<file path="config.mk">
export PLATFORM = sky130hd
export DESIGN_NAME = dmem_arbiter
export DESIGN_NICKNAME = d
export VERILOG_FILES = /design/src/rtl/swt16_pkg.sv /design/src/rtl/dmem_arb_starve_ctr.sv /design/src/rtl/dmem_arbiter.sv
export SDC_FILE = /design/constraint.sdc
export NUM_CORES = 1
export LEC_CHECK = 0
export CELL_PAD_IN_SITES_DETAIL_PLACEMENT = 1
export CELL_PAD_IN_SITES_GLOBAL_PLACEMENT = 2
export CORE_MARGIN = 3
export CORE_UTILIZATION = 14
export CTS_CLUSTER_SIZE = 25
export DETAILED_ROUTE_END_ITERATION = 6
export PLACE_DENSITY_LB_ADDON = 0.1
export SLEW_MARGIN = 30
export SYNTH_ARGS = -nofsm -noshare
export SYNTH_HDL_FRONTEND = slang
export SYNTH_SLANG_ARGS = --single-unit
</file>
<file path="constraint.sdc">
create_clock -name clock -period 3.7 [get_ports clock]
set_clock_uncertainty 0.2 [all_clocks]
set_input_delay 0.74 -clock clock [delete_from_list [all_inputs] [get_ports clock]]
set_output_delay 0.74 -clock clock [all_outputs]
set_load 0.02 [all_outputs]
</file>
<file path="src/rtl/swt16_pkg.sv">
// Shared constants for the swt16 data-memory path: read-return owner tags
// and the dmem read latency that the arbiter's tag pipeline must match.
package swt16_pkg;

    localparam logic [1:0] OWNER_NONE = 2'd0;
    localparam logic [1:0] OWNER_CORE = 2'd1;
    localparam logic [1:0] OWNER_HOST = 2'd2;

    localparam int DMEM_RD_LATENCY = 1;

endpackage

</file>
<file path="src/rtl/dmem_arb_starve_ctr.sv">
// Counts contended cycles lost by a pending host request and flags the cycle
// in which the host must be granted over the core.
module dmem_arb_starve_ctr #(
    parameter int HOST_WAIT_MAX = 4
) (
    input  logic clock,
    input  logic reset,
    input  logic host_req,
    input  logic core_act,
    output logic force_host
);

    localparam int CNT_W = $clog2(HOST_WAIT_MAX + 1);
    localparam logic [CNT_W-1:0] WAIT_MAX = CNT_W'(HOST_WAIT_MAX);

    logic [CNT_W-1:0] starve_cnt;
    logic             contended;

    assign contended  = host_req & core_act;
    assign force_host = contended & (starve_cnt == WAIT_MAX);

    // Any host grant (uncontended or forced) restarts the fairness window.
    // NOTE: state is updated with <= so every always_ff reads pre-edge values.
    always_ff @(posedge clock) begin
        if (reset) begin
            starve_cnt <= '0;
        end else if (host_req && (!core_act || force_host)) begin
            starve_cnt <= '0;
        end else if (contended) begin
            starve_cnt <= starve_cnt + CNT_W'(1);
        end
    end

endmodule

</file>
<file path="src/rtl/dmem_arbiter.sv">
// Shares the single dmem between the core MEM stage (priority) and a host port
// with a bounded-wait forced host slot; tags reads to route returned data.
module dmem_arbiter
    import swt16_pkg::*;
#(
    parameter int ADDR_WIDTH    = 12,
    parameter int WORD_WIDTH    = 16,
    parameter int HOST_WAIT_MAX = 4,
    parameter int STALL_CNT_W   = 16
) (
    input  logic                   clock,
    input  logic                   reset,
    input  logic                   in_core_rd_en,
    input  logic [ADDR_WIDTH-1:0]  in_core_rd_addr,
    input  logic                   in_core_wr_en,
    input  logic [ADDR_WIDTH-1:0]  in_core_wr_addr,
    input  logic [WORD_WIDTH-1:0]  in_core_wr_word,
    output logic                   out_core_stall,
    output logic                   out_core_rd_valid,
    output logic [WORD_WIDTH-1:0]  out_core_rd_word,
    input  logic                   in_host_req,
    input  logic                   in_host_we,
    input  logic [ADDR_WIDTH-1:0]  in_host_addr,
    input  logic [WORD_WIDTH-1:0]  in_host_wr_word,
    output logic                   out_host_gnt,
    output logic                   out_host_rd_valid,
    output logic [WORD_WIDTH-1:0]  out_host_rd_word,
    output logic [ADDR_WIDTH-1:0]  out_mem_rd_addr,
    output logic [ADDR_WIDTH-1:0]  out_mem_wr_addr,
    output logic [WORD_WIDTH-1:0]  out_mem_wr_word,
    output logic                   out_mem_write_en,
    input  logic [WORD_WIDTH-1:0]  in_mem_rd_word,
    output logic [STALL_CNT_W-1:0] out_stall_count
);

    logic       core_act;
    logic       host_req;
    logic       force_host;
    logic       host_sel;
    logic       core_sel;
    logic [1:0] rd_issue;
    logic [1:0] rd_tag;
    logic [1:0] rd_owner_q [DMEM_RD_LATENCY];

    // Requests are ignored while reset is asserted.
    assign core_act = ~reset & (in_core_rd_en | in_core_wr_en);
    assign host_req = ~reset & in_host_req;

    dmem_arb_starve_ctr #(
        .HOST_WAIT_MAX(HOST_WAIT_MAX)
    ) u_starve (
        .clock     (clock),
        .reset     (reset),
        .host_req  (host_req),
        .core_act  (core_act),
        .force_host(force_host)
    );

    assign host_sel = host_req & (~core_act | force_host);
    assign core_sel = core_act & ~host_sel;

    assign out_host_gnt   = host_sel;
    assign out_core_stall = core_act & host_sel;

    // NOTE: every output of this block gets a default first so no latch is inferred.
    always_comb begin
        out_mem_rd_addr  = '0;
        out_mem_wr_addr  = '0;
        out_mem_wr_word  = '0;
        out_mem_write_en = 1'b0;
        rd_issue         = OWNER_NONE;
        if (core_sel) begin
            if (in_core_rd_en) begin
                out_mem_rd_addr = in_core_rd_addr;
                rd_issue        = OWNER_CORE;
            end
            if (in_core_wr_en) begin
                out_mem_wr_addr  = in_core_wr_addr;
                out_mem_wr_word  = in_core_wr_word;
                out_mem_write_en = 1'b1;
            end
        end else if (host_sel) begin
            if (in_host_we) begin
                out_mem_wr_addr  = in_host_addr;
                out_mem_wr_word  = in_host_wr_word;
                out_mem_write_en = 1'b1;
            end else begin
                out_mem_rd_addr = in_host_addr;
                rd_issue        = OWNER_HOST;
            end
        end
    end

    // Tag pipeline mirrors the dmem read latency; a reset drops in-flight tags.
    always_ff @(posedge clock) begin
        if (reset) begin
            for (int i = 0; i < DMEM_RD_LATENCY; i++) begin
                rd_owner_q[i] <= OWNER_NONE;
            end
        end else begin
            rd_owner_q[0] <= rd_issue;
            for (int i = 1; i < DMEM_RD_LATENCY; i++) begin
                rd_owner_q[i] <= rd_owner_q[i-1];
            end
        end
    end

    assign rd_tag = rd_owner_q[DMEM_RD_LATENCY-1];

    assign out_core_rd_valid = ~reset & (rd_tag == OWNER_CORE);
    assign out_host_rd_valid = ~reset & (rd_tag == OWNER_HOST);
    assign out_core_rd_word  = out_core_rd_valid ? in_mem_rd_word : '0;
    assign out_host_rd_word  = out_host_rd_valid ? in_mem_rd_word : '0;

    always_ff @(posedge clock) begin
        if (reset) begin
            out_stall_count <= '0;
        end else if (out_core_stall && !(&out_stall_count)) begin
            out_stall_count <= out_stall_count + STALL_CNT_W'(1);
        end
    end

endmodule

</file>
Word-level counts from Yosys, hierarchy flattened. Memories as Yosys holds them, arrays and structs flattened. Index checks and enable logic that the tools add are counted.

Register bits after elaboration: 19. Memory bits (writable): 2. Output and inout port bits: 93. Logic and storage cells: 57. Memories: 1.

Memories: rd_owner_q (depth 1, bits a word 2, read ports 1, clocked after memory_dff 0, wr ports 1, line dmem_arbiter.sv:43) `logic [1:0] rd_owner_q [DMEM_RD_LATENCY];`.

Add/sub/neg operators: 2. Equal/unequal tests: 3. Muxes and demuxes: 27. Bitwise logic cells: 14. Reductions and logical operators: 8.

Operator list (count): $mux 12 (8); $mux 16 (6); $add 16x1->16 const B (1); $reduce_and 16->1 (1); $and 1x1->1 (9); $mux 1 (9); $mux 2 (4); $reduce_or 2->1 (2); $add 3x1->3 const B (1); $eq 3x3->1 const B (1); $not 1->1 (3); $eq 2x1->1 const B (1); $eq 2x2->1 const B (1); $logic_and 1x1->1 (2); $logic_not 1->1 (2); $or 1x1->1 (2); $logic_or 1x1->1 (1).

Depth between registers and ports, before layout. Gate-level depths: netlist of the first run.

Word-level depth: 10. Mapped depth: 9. Depth with buffers taken out: 7.

Cells and area by module. From an unflattened synthesis of the first run, not the netlist that was laid out.

Cells, all modules: 224. Area, all modules: 1816.7 um^2.

Modules (own cells, without submodules): dmem_arbiter (times used 1, cells each 203, area an instance 1647.8 um^2, sequential area each 360.3 um^2); dmem_arb_starve_ctr (times used 1, cells each 21, area an instance 168.9 um^2, sequential area each 60.1 um^2).

Worst setup path before layout of the first run. OpenSTA, ideal clock, no wires.

Kind: input to output. Start: input port in_core_wr_en. End: output port out_mem_wr_addr[10]. Arrival time: 2.317 ns. Data required time: 2.760 ns. Slack: 0.443 ns. Stages on the path: 6. Cells stage by stage: o21ai_0 nor2b_1 and2_1 buf_2 buf_1 a22o_1.

Cells in the longest elaborated chain, start to end: 9. Elaborated cells between the ends (all ways): 12. Those cells by class: mux (3); bitwise (9).

Ends and longest elaborated chain: from (decl) (line dmem_arbiter.sv:15) `input logic in_core_wr_en,`; $or 1x1->1 (*) (line dmem_arbiter.sv:46) `assign core_act = ~reset & (in_core_rd_en | in_core_wr_en);`; $and 1x1->1 (*) (line dmem_arbiter.sv:46); $and 1x1->1 (line dmem_arb_starve_ctr.sv:19) `assign contended = host_req & core_act;`; $and 1x1->1 (line dmem_arb_starve_ctr.sv:20) `assign force_host = contended & (starve_cnt == WAIT_MAX);`; $or 1x1->1 (*) (line dmem_arbiter.sv:59) `assign host_sel = host_req & (~core_act | force_host);`; $and 1x1->1 (*) (line dmem_arbiter.sv:59); net out_host_gnt (line dmem_arbiter.sv:25) `output logic out_host_gnt,`; $not 1->1 (line dmem_arbiter.sv:60) `assign core_sel = core_act & ~host_sel;`; $and 1x1->1 (line dmem_arbiter.sv:60); $mux 12 (*) (line dmem_arbiter.sv:72) `if (core_sel) begin`; to (decl) (line dmem_arbiter.sv:29) `output logic [ADDR_WIDTH-1:0] out_mem_wr_addr,`.

The timed path passes the listed nets; every way through them passes the cells marked *.

Final worst setup path of the first run.
Start: input port reset. End: output port out_core_rd_word[4].

Cells in the longest elaborated chain, start to end: 3.

Ends and longest elaborated chain: from (decl) (line dmem_arbiter.sv:12) `input logic reset,`; $not 1->1 (line dmem_arbiter.sv:110) `assign out_core_rd_valid = ~reset & (rd_tag == OWNER_CORE);`; $and 1x1->1 (line dmem_arbiter.sv:110); $mux 16 (line dmem_arbiter.sv:112) `assign out_core_rd_word = out_core_rd_valid ? in_mem_rd_word : '0;`; to (decl) (line dmem_arbiter.sv:20) `output logic [WORD_WIDTH-1:0] out_core_rd_word,`.

No other way between the ends.

==> results.yml, run 1 <==
critical_path:
  crit_buf_inv: 4
  critPathTopFamily: "buffers and inverters"
  arrival_ps: 2620
  worst-path-stages: 6
  crit_slowest_cell: "clkdlybuf4s50_1"
  r2r_cells: 8
  worstSetupEndpointType: "primary output"
  crit_fanout: 17
  worstSetupStartpointType: "input port"
  crit_type: "in -> out"
  worst_path_largest_cell_delay_ps: 620
  worstPathRequired_ps: 2760
  cp_cell_sequence: "clkdlybuf4s50_1 > buf_4 > nor3b_1 > buf_4 > and2_1 > clkdlybuf4s50_1"
place:
  gp_congestion: 0.6800
  port_buffers: 182
  hpwl_um: 7509
sta:
  period_share_pct: 96.18
  tns_ps: 0
  setup_viol_count_final: 0
  maxSlewViolCount: 0
  tightest_slew_ps: 705.9
  min_period_ps: 3559
  fmax_mhz: 281.0
  finalHoldViolCount: 0
  rsz0062_at_grt: "false"
  relSlewSlack_pct: 52.81
route:
  drt_first_pass_iters: 4
  drtIter0Drc: 60
  routedWlPerCell_um: 16.85
  via_count: 2290
  drc: 0
  viasPerCell: 4.272
  drtAntennaViolNets: 0
  drt_wl_total_um: 9029
job:
  max_cap_violations: 0
clock_tree:
  clockBufferDepth: 2
  cts_tree: "yes"
  clkLatencyLatePin_ps: 250
  cts-buffers-inserted: 3
  cts.clk_slew.worst_paths_ps: 60
  cts_root_buf: "clkbuf_16"
  cts.sinks: 21
  htreeDepth: 1
  postCtsSetupBuffers: 0
floorplanning:
  ios: 183
  fp-row-count: 39
  fp.dieW_um: 114.9
  fp.coreArea_um2: 11520
  dieArea_um2: 13210
  start_util_pct: 14.43
  die_h_um: 114.9
grt:
  antenna_found_initial: 0
  grt_pass1_vias: 2487
  grt_use_total_pct: 12.79
  grt_pass1_wl_um: 13370
  grt_max_degree: 21
  overflow: 0
layout:
  fin_nets: 487
  register_area_um2: 420.4
  layout_common_cells: "131 x clkdlybuf4s50_1, 40 x a22o_1, 34 x and2_1"
  layout_commonest_cell: "clkdlybuf4s50_1"
  area_delta_synth_final_pct: 132.9
  multi_input_comb_area_um2: 1182
  final_layout_size_suffix_gt1_share_pct: 7.634
  n_antenna_cell: 0
  fillCellCount: 1355
synth:
  mappedNetlistArea_um2: 1662
  yosysTopAreaCell: "dfxtp_1"
  yosysWarningCount: 0
  ys_seq_area_share_pct: 25.30
  synth_cell_type_count: 32
  synth_area_leaders: "dfxtp_1 25%, a22o_1 21%, and2_1 13%, xnor2_1 7.9%, nor2_1 4.7%"
  synth_top_area_share_pct: 25.30
  synth-seq-cells: 21
  syn-instance-count: 207
  avgSynthCellArea_um2: 8.027
  syn-num-nets: 300
pwr:
  p_leak_nw: 1.880
  power_density_nw_per_um2: 182.8
  total_power_uw: 707.6
  ir_worst_vdd_mv: 0.1075
min_path:
  holdPathStages: 2
  hp-class: "reg -> reg"
status:
  outcome: "finished clean"
## cell usage after synthesis (all sizes together)
cell type	n
nor3b	3
or3b	1
or3	1
and3	1
clkbuf	10
nor4b	2
buf	4
nor2	21
nor3	5
a21o	1
nand2b	2
nor2b	3
a21oi	3
inv	4
or2	1
nand4	4
mux2	1
nand2	10
xnor2	15
a22o	40
and4	1
nand3	4
nor4	7
o21ai	3
xor2	1
and2	35
ha	3
dfxtp	21
## worst reg2reg max path, delay by kind of cell (launching register included)
family / cells / cell delay, ps
flops: 1 / 330
buf+inv: 2 / 280
fa+ha+maj: 1 / 140
simple gates: 4 / 1050
mux: 1 / 310
## per-stage QoR
stage	hold WS, ps	setup WS (ps)	util, %	cell area, um^2	cells
after global routing	340.0	3.058	33.61	3870	536
after CTS	322.1	1.593	32.92	3791	535
after floorplan	269.0	443.3	-	1662	207
after detailed placement	298.3	-171.8	32.38	3729	531
after global placement	297.3	-109.9	32.38	3729	531
final	313.8	141.2	33.61	3870	536
## cells by family after synthesis
| group | after synthesis | share of synthesized area [%] |
|---|---|---|
| AND/OR/NAND/NOR | 101 | 35.47 |
| AO/OA/AOI/OAI | 47 | 23.34 |
| flip-flops | 21 | 25.30 |
| buffers and inverters | 18 | 4.292 |
| XOR/XNOR | 16 | 8.434 |
| adder cells (fa/ha/maj) | 3 | 2.259 |
| multiplexers | 1 | 0.9033 |
## layout make-up
class / count / share of cell area [%]
Inverter: 4 / 0.3880
Timing Repair Buffer: 196 / 51.50
Tap cell: 143 / 4.623
Clock buffer: 3 / 1.940
Sequential cell: 21 / 10.86
Multi-Input combinational cell: 168 / 30.55
Clock inverter: 1 / 0.1293
## per-layer routing
| layer | vias up | wire (um) | part of all wire [%] | track usage (%) |
|---|---|---|---|---|
| met5 | - | 0 | 0 | 0 |
| met4 | 0 | 36 | 0.40 | 1.408 |
| met3 | 2 | 722 | 8.0 | 5.053 |
| met2 | 86 | 4803 | 53 | 23.84 |
| met1 | 1083 | 3467 | 38 | 14.07 |
| li1 | 1119 | - | - | - |
## repair_timing
item                                    4_1_cts  5_1_grt
endpoints found under the setup margin       41       29
gates resized for setup                      33       26
cloned                                        0        1
hold buffers                                  0        0
## path summary, 6_finish.rpt
check | start | end | slack (ps)
worst min register to register | u_starve.starve_cnt[1]$_SDFFE_PP0P_ | u_starve.starve_cnt[1]$_SDFFE_PP0P_ | 310
worst max-delay path | reset | out_core_rd_word[4] | 140
worst max register to register | u_starve.starve_cnt[0]$_SDFFE_PP0P_ | out_stall_count[13]$_SDFFE_PP0P_ | 1290
worst min-delay path | u_starve.starve_cnt[1]$_SDFFE_PP0P_ | u_starve.starve_cnt[1]$_SDFFE_PP0P_ | 310
## power breakdown
group	switching [mW]	internal [mW]	total [mW]
Clock	0.0869	0.145	0.232
Sequential	0.00143	0.228	0.229
Combinational	0.0969	0.149	0.246
## state kept, by name, summed over array words and instances (netlist names)
| name | count |
|---|---|
| rd_owner_q | 2 |
| u_starve.starve_cnt | 3 |
| out_stall_count | 16 |
Power figures use the tool's default switching activity.
==> run 2, diff against run 1 <==
Settings changed: CTS_BUF_LIST set to sky130_fd_sc_hd__clkbuf_16.
==> results of run 2 <==
Same layout as run 1: the final DEF is identical, and so are final timing and power.
